[config.mk]
export PLATFORM = sky130hd
export DESIGN_NAME = laser_game_fsm
export DESIGN_NICKNAME = d
export VERILOG_FILES = /design/src/rtl/game_pkg.sv /design/src/rtl/target_seq.sv /design/src/rtl/laser_game_fsm.sv
export SDC_FILE = /design/constraint.sdc
export NUM_CORES = 1
export LEC_CHECK = 0
export ABC_AREA = 1
export CAP_MARGIN = 20
export CORE_UTILIZATION = 36
export CTS_BUF_LIST = sky130_fd_sc_hd__clkbuf_16
export DETAILED_ROUTE_END_ITERATION = 8
export HOLD_SLACK_MARGIN = 0.12
export SLEW_MARGIN = 10
export SYNTH_ARGS = -nofsm -noshare
export SYNTH_HDL_FRONTEND = slang
export SYNTH_SLANG_ARGS = --single-unit
[constraint.sdc]
create_clock -name clk_d_2 -period 1.7 [get_ports clk_d_2]
set_clock_uncertainty 0.15 [all_clocks]
set_input_delay 0.17 -clock clk_d_2 [delete_from_list [all_inputs] [get_ports clk_d_2]]
set_output_delay 0.17 -clock clk_d_2 [all_outputs]
set_load 0.02 [all_outputs]
[src/rtl/game_pkg.sv]
// Shared encodings for the laser game controller: state codes, LED patterns
// and the fixed target-visit order.
package game_pkg;

  typedef enum logic [1:0] {
    ST_IDLE = 2'b00,
    ST_ARM  = 2'b01,
    ST_PLAY = 2'b10,
    ST_DONE = 2'b11
  } state_t;

  localparam logic [6:0] LED_START = 7'b0001000;
  localparam logic [6:0] LED_ALL   = 7'b1111111;

  // Fixed period-7 tour 1->5->0->3->2->4->6->1; index 7 maps back to the start.
  function automatic logic [2:0] next_target(input logic [2:0] idx);
    logic [2:0] nxt;
    case (idx)
      3'd1:    nxt = 3'd5;
      3'd5:    nxt = 3'd0;
      3'd0:    nxt = 3'd3;
      3'd3:    nxt = 3'd2;
      3'd2:    nxt = 3'd4;
      3'd4:    nxt = 3'd6;
      3'd6:    nxt = 3'd1;
      default: nxt = 3'd1;
    endcase
    return nxt;
  endfunction

endpackage

[src/rtl/target_seq.sv]
// Combinational target stepper: next index in the tour and its one-hot LED.
module target_seq
  import game_pkg::*;
(
  input  logic [2:0] idx,
  output logic [2:0] next_idx,
  output logic [6:0] next_leds
);

  assign next_idx  = next_target(idx);
  assign next_leds = 7'b0000001 << next_idx;

endmodule

[src/rtl/laser_game_fsm.sv]
// Arcade game controller: start target, arming countdown, timed target
// windows with hit scoring, then a game-over hold before returning to idle.
//
// state | meaning
// IDLE  | centre LED lit, waiting for a shot on sensor 3
// ARM   | all LEDs lit, countdown before play
// PLAY  | one target lit per window, hits scored once per window
// DONE  | all LEDs lit, final score held for display
module laser_game_fsm
  import game_pkg::*;
#(
  parameter int ARM_TICKS   = 50000,
  parameter int SHOT_TICKS  = 15000,
  parameter int END_TICKS   = 50000,
  parameter int NUM_TARGETS = 11
) (
  input  logic       clk_d_2,
  input  logic       rst,
  input  logic [6:0] ldr_sensors,
  output logic [6:0] leds_r,
  output logic [1:0] state,
  output logic [3:0] score,
  output logic [2:0] target_idx
);

  localparam logic [16:0] ARM_CNT  = 17'(ARM_TICKS);
  localparam logic [16:0] SHOT_CNT = 17'(SHOT_TICKS);
  localparam logic [16:0] END_CNT  = 17'(END_TICKS);
  localparam logic [3:0]  TGT_CNT  = 4'(NUM_TARGETS);

  state_t      state_q, state_d;
  logic [16:0] cnt_q, cnt_d;
  logic [3:0]  targets_q, targets_d;
  logic [3:0]  score_q, score_d;
  logic [2:0]  idx_q, idx_d;
  logic [6:0]  leds_q, leds_d;
  logic        hit_q, hit_d;
  logic [2:0]  next_idx;
  logic [6:0]  next_leds;
  logic [7:0]  sensors_ext;

  target_seq u_target_seq (
    .idx       (idx_q),
    .next_idx  (next_idx),
    .next_leds (next_leds)
  );

  // Pad to 8 so any 3-bit index is in range; the pad reads as "no hit".
  assign sensors_ext = {1'b1, ldr_sensors};

  always_comb begin
    state_d   = state_q;
    cnt_d     = cnt_q;
    targets_d = targets_q;
    score_d   = score_q;
    idx_d     = idx_q;
    leds_d    = leds_q;
    hit_d     = hit_q;
    case (state_q)
      ST_IDLE: begin
        leds_d = LED_START;
        if (!ldr_sensors[3]) begin
          state_d = ST_ARM;
          leds_d  = LED_ALL;
          score_d = 4'd0;
          cnt_d   = ARM_CNT;
        end
      end
      ST_ARM: begin
        if (cnt_q == 17'd0) begin
          state_d   = ST_PLAY;
          idx_d     = 3'd1;
          leds_d    = 7'b0000010;
          cnt_d     = SHOT_CNT;
          targets_d = TGT_CNT;
          hit_d     = 1'b0;
        end else begin
          cnt_d = cnt_q - 17'd1;
        end
      end
      ST_PLAY: begin
        if (cnt_q == 17'd0 || hit_q) begin
          targets_d = targets_q - 4'd1;
          if (targets_q == 4'd1) begin
            state_d = ST_DONE;
            leds_d  = LED_ALL;
            cnt_d   = END_CNT;
          end else begin
            idx_d  = next_idx;
            leds_d = next_leds;
            cnt_d  = SHOT_CNT;
            hit_d  = 1'b0;
          end
        end else begin
          cnt_d = cnt_q - 17'd1;
          if (!sensors_ext[idx_q]) begin
            hit_d   = 1'b1;
            score_d = score_q + 4'd1;
          end
        end
      end
      ST_DONE: begin
        leds_d = LED_ALL;
        if (cnt_q == 17'd0) begin
          state_d = ST_IDLE;
          leds_d  = LED_START;
          idx_d   = 3'd1;
        end else begin
          cnt_d = cnt_q - 17'd1;
        end
      end
      default: state_d = ST_IDLE;
    endcase
  end

  always_ff @(posedge clk_d_2) begin
    if (rst) begin
      state_q   <= ST_IDLE;
      cnt_q     <= 17'd0;
      targets_q <= TGT_CNT;
      score_q   <= 4'd0;
      idx_q     <= 3'd1;
      leds_q    <= LED_START;
      hit_q     <= 1'b0;
    end else begin
      state_q   <= state_d;
      cnt_q     <= cnt_d;
      targets_q <= targets_d;
      score_q   <= score_d;
      idx_q     <= idx_d;
      leds_q    <= leds_d;
      hit_q     <= hit_d;
    end
  end

  assign state      = state_q;
  assign score      = score_q;
  assign target_idx = idx_q;
  assign leds_r     = leds_q;

endmodule

# == Word level (Yosys, flattened, before mapping) ==
# Cells that the tools add are included.
# classes
magnitude_cmp,1
n_eq_ne,21
n_shift,1
reduce_logical,15
mux,37
n_addsub,3
# ops
op,n
17-bit 2-to-1 mux,4
17-bit case mux with 4 select lines,1
7-bit 2-to-1 mux,5
7-bit case mux with 4 select lines,1
4-bit 2-to-1 mux,5
2-bit != test (second input constant),9
3-bit case mux with 6 select lines,1
17-bit logical NOT,1
17-bit by 1-bit subtractor with 17-bit output (second input constant),1
16-bit 2-to-1 mux,1
4-bit case mux with 2 select lines,2
4-bit AND reduction,3
2-bit 2-to-1 mux,5
3-bit 2-to-1 mux,3
2-bit case mux with 4 select lines,1
1-bit by 3-bit left shift with 7-bit output (first input constant),1
3-bit by 2-bit equality test with 1-bit output (second input constant),2
3-bit equality test (second input constant),2
3-bit != test (second input constant),2
3-bit case mux with 2 select lines,1
2-bit nonzero test,3
1-bit 2-to-1 mux,5
5-bit AND reduction,1
4-bit by 1-bit adder with 4-bit output (second input constant),1
other kinds (15),17
# word_totals
wordCells,85
input_bits,9
ff_bits,38
output_inout_bits,16

# == Depth between registers and ports, before layout ==
# depth
depth_word,6
ltp_mapped,12
ltp_nobuf,12

# == Hierarchy ==
# Synthesis repeated with hierarchy kept, for this count alone.
# hier_totals
hier_cells,404
hier_area_um2,2556.2
# by_module_without_submodules
mod,n_inst,seq_area_each_um2,cells_per_inst,area_each_um2
laser_game_fsm,1,760.7,384,2471.1
target_seq,1,0.0,20,85.1

# == Worst setup path before layout ==
# No wires, ideal clock.
# synth_path
kind,register -> register
from,register state_q[1] (netlist: state[1])
to,register idx_q[2] (netlist: target_idx[2])
t_arrival_ns,1.724
stages_incl_launch_ff,11
setup_slack_ns,-0.290
period_less_slack_ns,1.990
n_path_buf,0
required_time_ns,1.434
path_cell_list,dfxtp_1 > inv_1 > ha_1 > nor2_1 > inv_1 > nand2_1 > inv_1 > nor2_2 > nand2_1 > o21ai_0 > nor2_1
# synth_via
elab_chain_cells,4
elab_cells_between_ends,10
classes_between,eq/ne: 6; mux: 1; reduce/logical: 3
# synth_lines
element,line_no,rtl
from (decl),laser_game_fsm.sv:31,"state_t state_q, state_d;"
from (signal assigned),laser_game_fsm.sv:126,state_q <= state_d;
2-bit equality test or 2-bit by 1-bit equality test with 1-bit output (tied branches),laser_game_fsm.sv:59,case (state_q)
2-bit OR reduction (no line),-,
2-bit by 1-bit != test with 1-bit output (no line) or 2-bit nonzero test (tied branches),-,
4-bit AND reduction (no line),-,
to (signal assigned),laser_game_fsm.sv:130,idx_q <= idx_d;
to (decl),laser_game_fsm.sv:35,"logic [2:0] idx_q, idx_d;"
# Parallel ways exist; a longest one is shown, timed or not.
# A chain may end at the register's enable or synchronous reset.

# == Final worst setup path ==
# layout_path
from,register cnt_q[11]
to,register cnt_q[10]
# layout_via
elab_chain_cells,4
elab_cells_between_ends,7
classes_between,eq/ne: 1; mux: 3; reduce/logical: 3
# layout_lines
element,line_no,rtl
from (decl),laser_game_fsm.sv:32,"logic [16:0] cnt_q, cnt_d;"
from (signal assigned),laser_game_fsm.sv:127,cnt_q <= cnt_d;
17-bit logical NOT (*),"laser_game_fsm.sv:70, laser_game_fsm.sv:82, laser_game_fsm.sv:104",
1-bit logical OR,laser_game_fsm.sv:82,if (cnt_q == 17'd0 || hit_q) begin
17-bit 2-to-1 mux,laser_game_fsm.sv:82,
17-bit case mux with 4 select lines,laser_game_fsm.sv:59,
# Every way passes the cells marked *; elsewhere a longest branch is shown, timed or not.

==> impl_metrics.json <==
{
  "result_of_the_run": "finished with violations",
  "failed_checks": "setup timing",
  "period_needed_ns": 1.794,
  "post_synth_num_cell_types": 33,
  "cts_root_buf": "sky130_fd_sc_hd__clkbuf_16",
  "start_util_pct": 37.49,
  "synthCells": 394,
  "antenna_left": 0,
  "finalWeightedCongestion": 0.9243,
  "mappedNetlistArea_um2": 2561,
  "worstSetupEndpointType": "flop",
  "fin_ws_ns": -0.09369,
  "worstPathArrival_ns": 1.86,
  "via_count": 2871,
  "seq_area_frac_synth_pct": 29.70,
  "synthesized_netlist_net_count": 411,
  "maxSlewViolCount": 0,
  "critical_path.max_fanout": 6,
  "finish.cell_count_without_fillers": 599,
  "post_dp_cell_area_um2": 3486,
  "cts_max_path_buffers": 2,
  "port-buffer-count": 24,
  "power_per_cell_area_nw_per_um2": 2224,
  "antenna_cells_inserted": 0,
  "critical_path_class": "reg2reg",
  "grt.total_usage_pct": 21.21,
  "detailedRoute.firstIterationViolations": 131,
  "layout.cells.most_common": "sky130_fd_sc_hd__nand2_1",
  "yosys_warnings": 0,
  "postCtsHoldBufs": 0,
  "placed_cells": 580,
  "p_leak_nw": 1.912,
  "initial_antenna_violation_count": 0,
  "routed_via_density": 4.793,
  "worst_hold_path.num_cells": 2,
  "required_time_of_the_critical_path_ns": 1.76,
  "syn_avg_cell_area_um2": 6.501,
  "hp-start": "leds_r[1]",
  "rows": 30,
  "tritoncts_clock_tree": "done",
  "fp.dieH_um": 86.35,
  "design_area_um2": 4045,
  "area.growth.synth_to_final_pct": 57.94,
  "globalRouteOverflowTotal": 0,
  "htreeDepth": 2,
  "grt_pass1_vias": 2648,
  "tightestPinTransition_ns": 0.2962,
  "max_freq_ghz": 0.5575,
  "firstDrtPassIters": 5,
  "hpwlAfterDp_um": 5501,
  "die_area_um2": 7455,
  "finalSetupViolations": 18,
  "fin_setup_tns_ns": -0.6293,
  "design.core.area_um2": 6832,
  "finalCritPeriodShare_pct": 105.5,
  "share_of_layout_cells_above_drive_strength_1_pct": 37.18,
  "rsz0062_at_grt": "yes",
  "timing_hold_violations_final": 0,
  "post-route-drc-count": 0,
  "peakVddDrop_mv": 0.6868,
  "most_used_cells_in_the_layout_excluding_fill_and_tap_cells": "sky130_fd_sc_hd__nand2_1 (91), sky130_fd_sc_hd__buf_4 (73), sky130_fd_sc_hd__inv_1 (36), sky130_fd_sc_hd__nor2_1 (33), sky130_fd_sc_hd__dfxtp_1 (27)",
  "cts.sink_count": 38,
  "clk_latency_ns": 0.28,
  "critical_path.reg2reg.endpoint": "cnt_q[10]",
  "die_x_um": 86.35,
  "nNetsFinal": 519,
  "design_power_total_mw": 8.998,
  "startpoint_type": "flop",
  "yosys_register_bits": 38,
  "ioPinCount": 25,
  "slew-limit-headroom_pct": 80.07,
  "clk_pin_slew_worst_paths_ns": 0.06,
  "wire_length_of_the_first_global_routing_pass_um": 12380,
  "detailedPlace.worstSlack_ns": -0.1341,
  "timing.reg2reg.setup_slack_ns": -0.09,
  "holdPathEnd": "leds_r[1]",
  "avgRoutedWirePerCell_um": 12.56,
  "timing.max_cap.violations": 0,
  "worst_r2r_startpoint": "cnt_q[11]",
  "grt_start_max_net_pins": 19,
  "routed_wirelength_um": 7523,
  "cts_made_buffers": 5,
  "worst_hold_path_type": "reg2reg",
  "ff2ff_path_depth": 12
}
==> layout make-up <==
type,count,area (µm²)
Clock buffer,5,125.1
Clock inverter,3,37.54
Fill cell,637,2786
Inverter,48,192.7
Multi-Input combinational cell,300,1833
Sequential cell,38,779.5
Tap cell,96,120.1
Timing Repair Buffer,109,957.2
==> worst max-delay path: stages (launching register included) <==
cell and delay, ns:
sky130_fd_sc_hd__dfxtp_2 0.34, sky130_fd_sc_hd__nor2_4 0.12, sky130_fd_sc_hd__nand2_2 0.09, sky130_fd_sc_hd__nor2_4 0.18, sky130_fd_sc_hd__nand2_4 0.09, sky130_fd_sc_hd__nor2_8 0.16
sky130_fd_sc_hd__nand2_4 0.09, sky130_fd_sc_hd__nand2_4 0.10, sky130_fd_sc_hd__buf_12 0.12, sky130_fd_sc_hd__nor2_2 0.03, sky130_fd_sc_hd__nand2_1 0.07, sky130_fd_sc_hd__nand3_2 0.08
sky130_fd_sc_hd__nor2_1 0.10
==> synthesized netlist by cell type (all sizes together) <==
master  count  share of area (%)
xor2        8                2.7
nor3        6                1.4
nor4        3               0.73
o21ai      19                3.7
clkbuf      4               0.59
nand4       9                2.2
ha          8                3.9
nor2       56                 11
o211ai      3               0.88
a31oi       1               0.24
buf         4               0.98
nand3      29                6.8
nand2     117                 19
xnor2       4                1.4
nand3b      2               0.59
clkinv      2               0.29
o21bai      2               0.59
dfxtp      38                 30
a21oi      33                7.2
inv        46                6.7
==> report_power, final <==
part	internal [mW]	switching, mW	total (mW)
Clock	0.682	0.366	1.05
Sequential	1.22	0.255	1.48
Combinational	2.94	3.53	6.47
Total	4.84	4.15	9.00
==> metrics by stage <==
step	hold slack, ns	util, %
2_1_floorplan	0.2892	-
3_3_place_gp	0.2983	51.03
3_5_place_dp	0.3015	51.03
4_1_cts	0.3122	55.60
5_1_grt	0.3267	59.21
6_report	0.3102	59.21
==> flip-flops by register name, indices dropped and copies added (netlist names) <==
register and flops:
targets_q 4, state 2, leds_r 7, score 4
cnt_q 17, target_idx 3, hit_q 1
==> kinds of logic (layout without fill, tap and decap cells) <==
| family | after synthesis | after routing | share of synthesized area (%) |
|---|---|---|---|
| compound gates | 58 | 58 | 12.60 |
| xor+xnor | 12 | 12 | 4.104 |
| fa+ha+maj | 8 | 8 | 3.908 |
| buf+inv | 56 | 165 | 8.598 |
| flops | 38 | 38 | 29.70 |
| simple gates | 222 | 222 | 41.08 |
==> worst max path at each step <==
stage,startpoint,end,cells after the start
after CTS,cnt_q[0],cnt_q[10],13
after floorplan,state[1],target_idx[2],10
after global routing,cnt_q[0],cnt_q[10],13
after global placement,ldr_sensors[2],score[1],11
after detailed placement,cnt_q[1],cnt_q[15],9
final,cnt_q[11],cnt_q[10],12
==> timing repair <==
item | 4_1_cts | 5_1_grt
setup buffers | 5 | 9
endpoints found under the hold margin | 0 | 0
pin swaps | 15 | 39
setup endpoints to repair | 38 | 38
gates resized for setup | 35 | 63
cloned | 1 | 0
==> routing by layer <==
layer	vias to the layer above	GRT usage, %	wire length (µm)
met4	0	5.909	119
met1	1302	27.00	3540
li1	1491	-	-
met5	-	0	0
met2	67	36.51	3568
met3	11	4.095	295
(Power assumes the default switching activity.)
